===== src/rtl/cla_seq_adder.sv =====
// Multi-cycle WORDS*16-bit add/subtract sequencer around one shared 16-bit carry-lookahead adder.
// Optional `zero` result flag is built only when CLA_SEQ_ZERO_FLAG_EN is defined.

module CLA_16bit (
    input  logic [15:0] a,
    input  logic [15:0] b,
    input  logic        cin,
    output logic [15:0] S,
    output logic        cout,
    output logic        p_1_16,
    output logic        g_1_16
);
    logic [15:0] p;
    logic [15:0] g;
    logic [15:0] c;
    logic [3:0]  gp;
    logic [3:0]  gg;
    logic [4:0]  gc;

    // Four 4-bit lookahead groups; group carries come from the group generate/propagate terms.
    always_comb begin
        p  = a ^ b;
        g  = a & b;
        gp = '0;
        gg = '0;
        gc = '0;
        c  = '0;
        for (int k = 0; k < 4; k++) begin
            gp[k] = &p[4*k +: 4];
            gg[k] = g[4*k+3]
                  | (p[4*k+3] & g[4*k+2])
                  | (p[4*k+3] & p[4*k+2] & g[4*k+1])
                  | (p[4*k+3] & p[4*k+2] & p[4*k+1] & g[4*k]);
        end
        gc[0] = cin;
        for (int k = 0; k < 4; k++) begin
            gc[k+1] = gg[k] | (gp[k] & gc[k]);
        end
        for (int i = 0; i < 16; i++) begin
            if ((i % 4) == 0) begin
                c[i] = gc[i/4];
            end else begin
                c[i] = g[i-1] | (p[i-1] & c[i-1]);
            end
        end
        S      = p ^ c;
        p_1_16 = &gp;
        g_1_16 = gg[3] | (gp[3] & gg[2]) | (gp[3] & gp[2] & gg[1]) | (gp[3] & gp[2] & gp[1] & gg[0]);
        cout   = gc[4];
    end
endmodule

module cla_seq_adder #(
    parameter int WORDS = 4,
    parameter int width = 16
) (
    input  logic                   clk,
    input  logic                   rst,
    input  logic                   in_valid,
    output logic                   in_ready,
    input  logic                   op_sub,
    input  logic [WORDS*width-1:0] a,
    input  logic [WORDS*width-1:0] b,
    output logic                   out_valid,
    input  logic                   out_ready,
    output logic [WORDS*width-1:0] sum,
    output logic                   cout,
    output logic                   ovf,
`ifdef CLA_SEQ_ZERO_FLAG_EN
    output logic                   zero,
`endif
    output logic [1:0]             state_o
);
    localparam int IDX_W = $clog2(WORDS);

    typedef enum logic [1:0] {
        IDLE = 2'd0,
        RUN  = 2'd1,
        DONE = 2'd2
    } state_t;

    state_t                        state_q;
    logic [IDX_W-1:0]              idx_q;
    logic                          carry_q;
    logic [WORDS-1:0][width-1:0]   a_q;
    logic [WORDS-1:0][width-1:0]   b_q;
    logic [WORDS-1:0][width-1:0]   sum_q;
    logic                          cout_q;
    logic                          ovf_q;
`ifdef CLA_SEQ_ZERO_FLAG_EN
    logic                          zero_q;
`endif

    logic [width-1:0] cla_a;
    logic [width-1:0] cla_b;
    logic [width-1:0] cla_s;
    logic             cla_cout;
    logic             cla_p_unused;
    logic             cla_g_unused;
    logic             last_chunk;

    assign cla_a      = a_q[idx_q];
    assign cla_b      = b_q[idx_q];
    assign last_chunk = (idx_q == IDX_W'(WORDS - 1));

    CLA_16bit u_cla (
        .a      (cla_a),
        .b      (cla_b),
        .cin    (carry_q),
        .S      (cla_s),
        .cout   (cla_cout),
        .p_1_16 (cla_p_unused),
        .g_1_16 (cla_g_unused)
    );

    // Handshake: a request transfers on an edge where in_valid && in_ready, a result transfers
    // on an edge where out_valid && out_ready; both ready/valid are decoded from state only.
    always_ff @(posedge clk or posedge rst) begin
        if (rst) begin
            state_q <= IDLE;
            idx_q   <= '0;
            carry_q <= 1'b0;
            a_q     <= '0;
            b_q     <= '0;
            sum_q   <= '0;
            cout_q  <= 1'b0;
            ovf_q   <= 1'b0;
`ifdef CLA_SEQ_ZERO_FLAG_EN
            zero_q  <= 1'b0;
`endif
        end else begin
            case (state_q)
                IDLE: begin
                    if (in_valid) begin
                        a_q     <= a;
                        b_q     <= op_sub ? ~b : b;
                        carry_q <= op_sub;
                        idx_q   <= '0;
`ifdef CLA_SEQ_ZERO_FLAG_EN
                        zero_q  <= 1'b1;
`endif
                        state_q <= RUN;
                    end
                end
                RUN: begin
                    sum_q[idx_q] <= cla_s;
                    carry_q      <= cla_cout;
`ifdef CLA_SEQ_ZERO_FLAG_EN
                    zero_q       <= zero_q & (cla_s == '0);
`endif
                    if (last_chunk) begin
                        // Overflow uses the possibly inverted B, so one rule covers add and subtract.
                        cout_q  <= cla_cout;
                        ovf_q   <= (cla_a[width-1] == cla_b[width-1]) && (cla_s[width-1] != cla_a[width-1]);
                        state_q <= DONE;
                    end else begin
                        idx_q <= idx_q + 1'b1;
                    end
                end
                DONE: begin
                    if (out_ready) begin
                        state_q <= IDLE;
                    end
                end
                default: state_q <= IDLE;
            endcase
        end
    end

    assign in_ready  = (state_q == IDLE);
    assign out_valid = (state_q == DONE);
    assign sum       = sum_q;
    assign cout      = cout_q;
    assign ovf       = ovf_q;
    assign state_o   = state_q;
`ifdef CLA_SEQ_ZERO_FLAG_EN
    assign zero      = zero_q;
`endif
endmodule


===== config.mk =====
export PLATFORM = sky130hd
export DESIGN_NAME = cla_seq_adder
export DESIGN_NICKNAME = d
export VERILOG_FILES = /design/src/rtl/cla_seq_adder.sv
export SDC_FILE = /design/constraint.sdc
export NUM_CORES = 1
export LEC_CHECK = 0
export CAP_MARGIN = 15
export CORE_MARGIN = 10
export CORE_UTILIZATION = 55
export DETAILED_ROUTE_END_ITERATION = 8
export PLACE_DENSITY = 0.85
export SYNTH_ARGS = -nofsm -noshare
export SYNTH_HDL_FRONTEND = slang
export SYNTH_HIERARCHICAL = 1
export SYNTH_SLANG_ARGS = --single-unit

===== constraint.sdc =====
create_clock -name clk -period 13.45 [get_ports clk]
set_input_delay 3.3625 -clock clk [delete_from_list [all_inputs] [get_ports clk]]
set_output_delay 3.3625 -clock clk [all_outputs]
set_load 0.02 [all_outputs]

Word-level counts from Yosys, hierarchy flattened
Cells that the tools add are included.

Register bits after elaboration: 199. Bits of input ports: 133. Output and inout bits: 70. Word-level logic and storage cells: 127.

Add/subtract/negate cells: 1. $lt $le $gt $ge: 2. Equal/unequal tests: 9. Multiplexer cells: 17. Bitwise gates (word level): 68. Reductions and logical operators: 13.

Operators with widths (count): 16-bit binary-select mux with 2-bit select (2); 64-bit bitwise mux (1); 64-bit two-way mux (1); 64-bit NOT (1); 16-bit two-way mux (3); 1-bit bitwise AND (36); 16-bit demux with 2-bit select (1); 16-bit bitwise XOR (2); 1-bit OR (28); 16-bit bitwise AND (1); 4-bit AND reduction (4); 2-bit two-way mux (5); 2-bit inequality test (second input constant) (3); 2-bit case mux with 3 select lines (1); 2-bit AND reduction (3); 3-bit AND reduction (2); 2-bit equality test (second input constant) (2); 2-bit case mux with 2 select lines (1); 2-bit by 3-bit less-than comparator with 1-bit output (second input constant) (1); 2-bit by 1-bit adder with 2-bit output (second input constant) (1); 2-bit by 1-bit equality test with 1-bit output (second input constant) (1); 2-bit by 1-bit >= comparator with 1-bit output (second input constant) (1); 1-bit logical AND (2); 2-bit logical NOT (1); 6 further kinds (6).

Longest topological paths before layout
Depth after elaboration: 21. Gate-level depth with buffers: 14.

By module
Netlist, hierarchy kept.

Modules (own cells, without submodules): cla_seq_adder (times used 1, cells each 629, area each 8765.9 um^2, sequential area each 4979.8 um^2); CLA_16bit (times used 1, cells each 79, area each 740.7 um^2, sequential area each 0.0 um^2).

Worst setup path after synthesis
OpenSTA, ideal clock, no wires.

Path kind: input to register. Start: in in_valid. End: reg a_q[16] in the netlist's numbering. Setup time: 0.125 ns. Data arrival time: 4.224 ns. Path slack: 9.101 ns. Cell stages on the path: 4. Path buffers: 2. Path through: nor3b_2 -> buf_2 -> buf_4 -> mux2_2.

Cells in the longest elaborated chain, start to end: 1.

Ends and longest elaborated chain: from (decl) (RTL line 59) `input logic in_valid,`; 2-bit AND reduction (no line); to (signal assigned) (RTL line 123) `a_q <= '0;`; to (signal assigned) (RTL line 135) `a_q <= a;`; to (decl) (RTL line 85) `logic [WORDS-1:0][width-1:0] a_q;`.

Every way passes these cells. A chain may end at the register's enable or synchronous reset.

Worst setup path in the final report
Start: reg state_q[0], in the netlist state_o[0]. End: out out_valid.

Cells in the longest elaborated chain, start to end: 1.

Ends and longest elaborated chain: from (decl) (RTL line 82) `state_t state_q;`; from (signal assigned) (RTL line 120) `state_q <= IDLE;`; from (signal assigned) (RTL line 142) `state_q <= RUN;`; from (signal assigned) (RTL line 155) `state_q <= DONE;`; 2-bit equality test (RTL line 171) `assign out_valid = (state_q == DONE);`; to (decl) (RTL line 64) `output logic out_valid,`.

Every way passes these cells.

==> summary.txt <==
Outcome
  – Outcome: finished clean

Floorplan
  – Io pins: 203
  – Initial Utilization: between 50 and 60%
  – Die H: between 150 and 200 µm
  – Die width: 151 µm
  – Row Count: 47
  – Core ar.: 16800 µm²
  – Die ar.: roughly 23000 µm²

Routing
  – Drt initial violations: approximately 470
  – Vias per cell: roughly 5.5
  – Routed WL: approximately 23000 µm
  – DR vias: around 6100
  – Drt drc: 0
  – Routed length per instance: 20.6 µm
  – Total iterations of the first detailed-routing run: 4
  – Routed Antenna Nets: 0

Pwr
  – Pleak: roughly 5.0 nW
  – Max VDD drop: around 180 µV
  – Power Dens Cells: 309 nW/µm²

STA
  – Peak Freq: approximately 190 MHz
  – Hold WS: approximately 0.51 ns
  – Period utilisation layout: about two fifths
  – Tmin final: approximately 5.3 ns
  – Final setup TNS: 0 ns
  – Final setup skew: ~0.0096 ns
  – Slew margin rel.: a little under a quarter
  – Unrepaired setup endpoints after global routing: no
  – Hold Vio Cnt, Final: 0
  – Final setup viols: 0
  – Slew Limit Fails: 0
  – Worst slew pin tran: 1.14 ns

Global route
  – Largest net degree at the start of global routing: 126
  – Initial antenna violation count: 0
  – All-Layer GR Usage: about a fifth
  – Wire length of the first global-routing pass: around 36000 µm
  – GRT met2 Usage: a little over a third
  – Number of global-route vias before repair: between 6000 and 7000
  – Grt met1 use: 25.3%
  – Most congested layer reported by global routing: met2
  – Met3 Resource Use GR: between 4 and 5%
  – GR Overflow Total: 0

Setup path
  – CP endpoint kind: primary output
  – RR Endpoint: ovf$_DFFE_PP0P_
  – Type of origin of the critical path: flip-flop
  – CP Buf/Inv Count: 2
  – Crit-path cells: nand2b_1 -> inv_1 -> clkdlybuf4s50_1
  – Worst path required time: between 10 and 15 ns
  – Critical Path Source: state_o[0]$_DFFE_PP0P_
  – Crit-path max FO: 11
  – Critical Path End: out_valid
  – Worst path depth: 3
  – CP arrival: about 1.9 ns
  – Top delay family on crit path: buffers and inverters
  – Reg2reg start: idx_q[0]$_DFFE_PP0P_
  – Worst r2r path cells: 13
  – Setup CP Type: reg2out
  – Worst path max stage delay: 0.60 ns
  – Setup slack, reg-to-reg: about 8.6 ns
  – CP max-delay cell: clkdlybuf4s50_1

Clock tree
  – Maximum buffer depth of the clock tree: 2
  – Post-cts resize count: 0
  – Clock buffer count from CTS: 17
  – Clock Sinks: around 200
  – Setup Fix Bufs, Post-CTS: 0
  – CTS tree: done
  – Clk Tree Root Cell: clkbuf_16
  – Worst-skew pair later-pin latency: between 0.4 and 0.5 ns
  – Hold-fix buffers, CTS: 0
  – CTS clock-pin slew for the worst setup and hold paths: 0.07 ns
  – H-tree levels: 4

Synthesis
  – Synth Cell Area: 9470 µm²
  – Synth Warn #: 6
  – Syn nets: ~870
  – Cells after synthesis: between 700 and 800
  – Syn_area_per_cell: 13.5 µm²

Layout
  – Nets: approximately 1100
  – Fill cell count: between 1000 and 1500
  – Area grow syn2layout: 28.9%
  – Share of post-route cells with drive strength above 1: between 20% and 30%
  – Ant. Diodes: 0

Placement
  – Post-DP HPWL: roughly 17000 µm
  – # port buffers: 202
  – Gp weighted congestion: between 0.8 and 0.9

Job
  – Max_cap viols: 0

Worst hold path
  – Hold Path Stages: 1
  – Worst min path class: reg2reg
## worst min-delay path by stage
stage	slack, ns	endpoint	from
floorplan	0.48	a_q[32]$_DFFE_PP0P_	a_q[32]$_DFFE_PP0P_
global placement	0.49	a_q[43]$_DFFE_PP0P_	a_q[43]$_DFFE_PP0P_
detailed placement	0.49	a_q[10]$_DFFE_PP0P_	a_q[10]$_DFFE_PP0P_
CTS	0.51	a_q[48]$_DFFE_PP0P_	a_q[48]$_DFFE_PP0P_
global route	0.52	sum[9]$_DFFE_PP0P_	sum[9]$_DFFE_PP0P_
finish	0.51	a_q[49]$_DFFE_PP0P_	a_q[49]$_DFFE_PP0P_
## area by class of cell
class / instances / area (µm²) / share of cell area (%)
tap: 220 / 275 / 2.25
inverter: 20 / 82.6 / 0.676
timing repair buffer: 208 / 2070 / 17.0
clock buffer: 20 / 437 / 3.58
clock inverter: 12 / 176 / 1.45
sequential: 199 / 4980 / 40.8
multi-input combinational: 440 / 4180 / 34.3
## flip-flops by register name, indices dropped and copies added (netlist names)
name	flops
a_q	64
b_q	64
carry_q	1
cout	1
idx_q	2
ovf	1
state_o	2
sum	64
## per-stage QoR
stage	instances	util (%)	instance area (µm²)	power, mW	worst slack (ns)
3_5_place_dp	1086	69.1	11600	3.23	7.84
6_report	1119	72.8	12200	3.78	8.19
4_1_cts	1118	72.8	12200	3.79	8.18
5_1_grt	1119	72.8	12200	4.03	8.12
3_3_place_gp	1086	69.1	11600	3.10	7.91
2_1_floorplan	702	-	9470	2.51	4.66
## layout by cell type, fill, tap and decap left out, types with 4 or more instances in the layout
cell type / count
clkdlybuf4s50_1: 201
mux4_2: 32
ha_1: 20
buf_4: 6
mux2_2: 130
nand2_1: 6
clkbuf_16: 17
bufinv_16: 4
xnor2_1: 66
inv_1: 19
nor2_1: 69
a21oi_1: 70
dfrtp_1: 198
fa_1: 12
## power by group
group | switching [mW] | internal [mW] | leakage (nW) | total, mW
Sequential | 0.171 | 0.918 | 2.30 | 1.09
Clock | 0.222 | 0.311 | 0.294 | 0.533
Combinational | 1.11 | 1.04 | 2.36 | 2.15
## metal layers
layer | wire length (µm) | vias up
met1 | 9350 | 3086
met5 | 0 | -
li1 | - | 2805
met4 | 423 | 0
met3 | 1390 | 27
met2 | 11900 | 188
No activity file was read; power rests on OpenSTA's default activity.
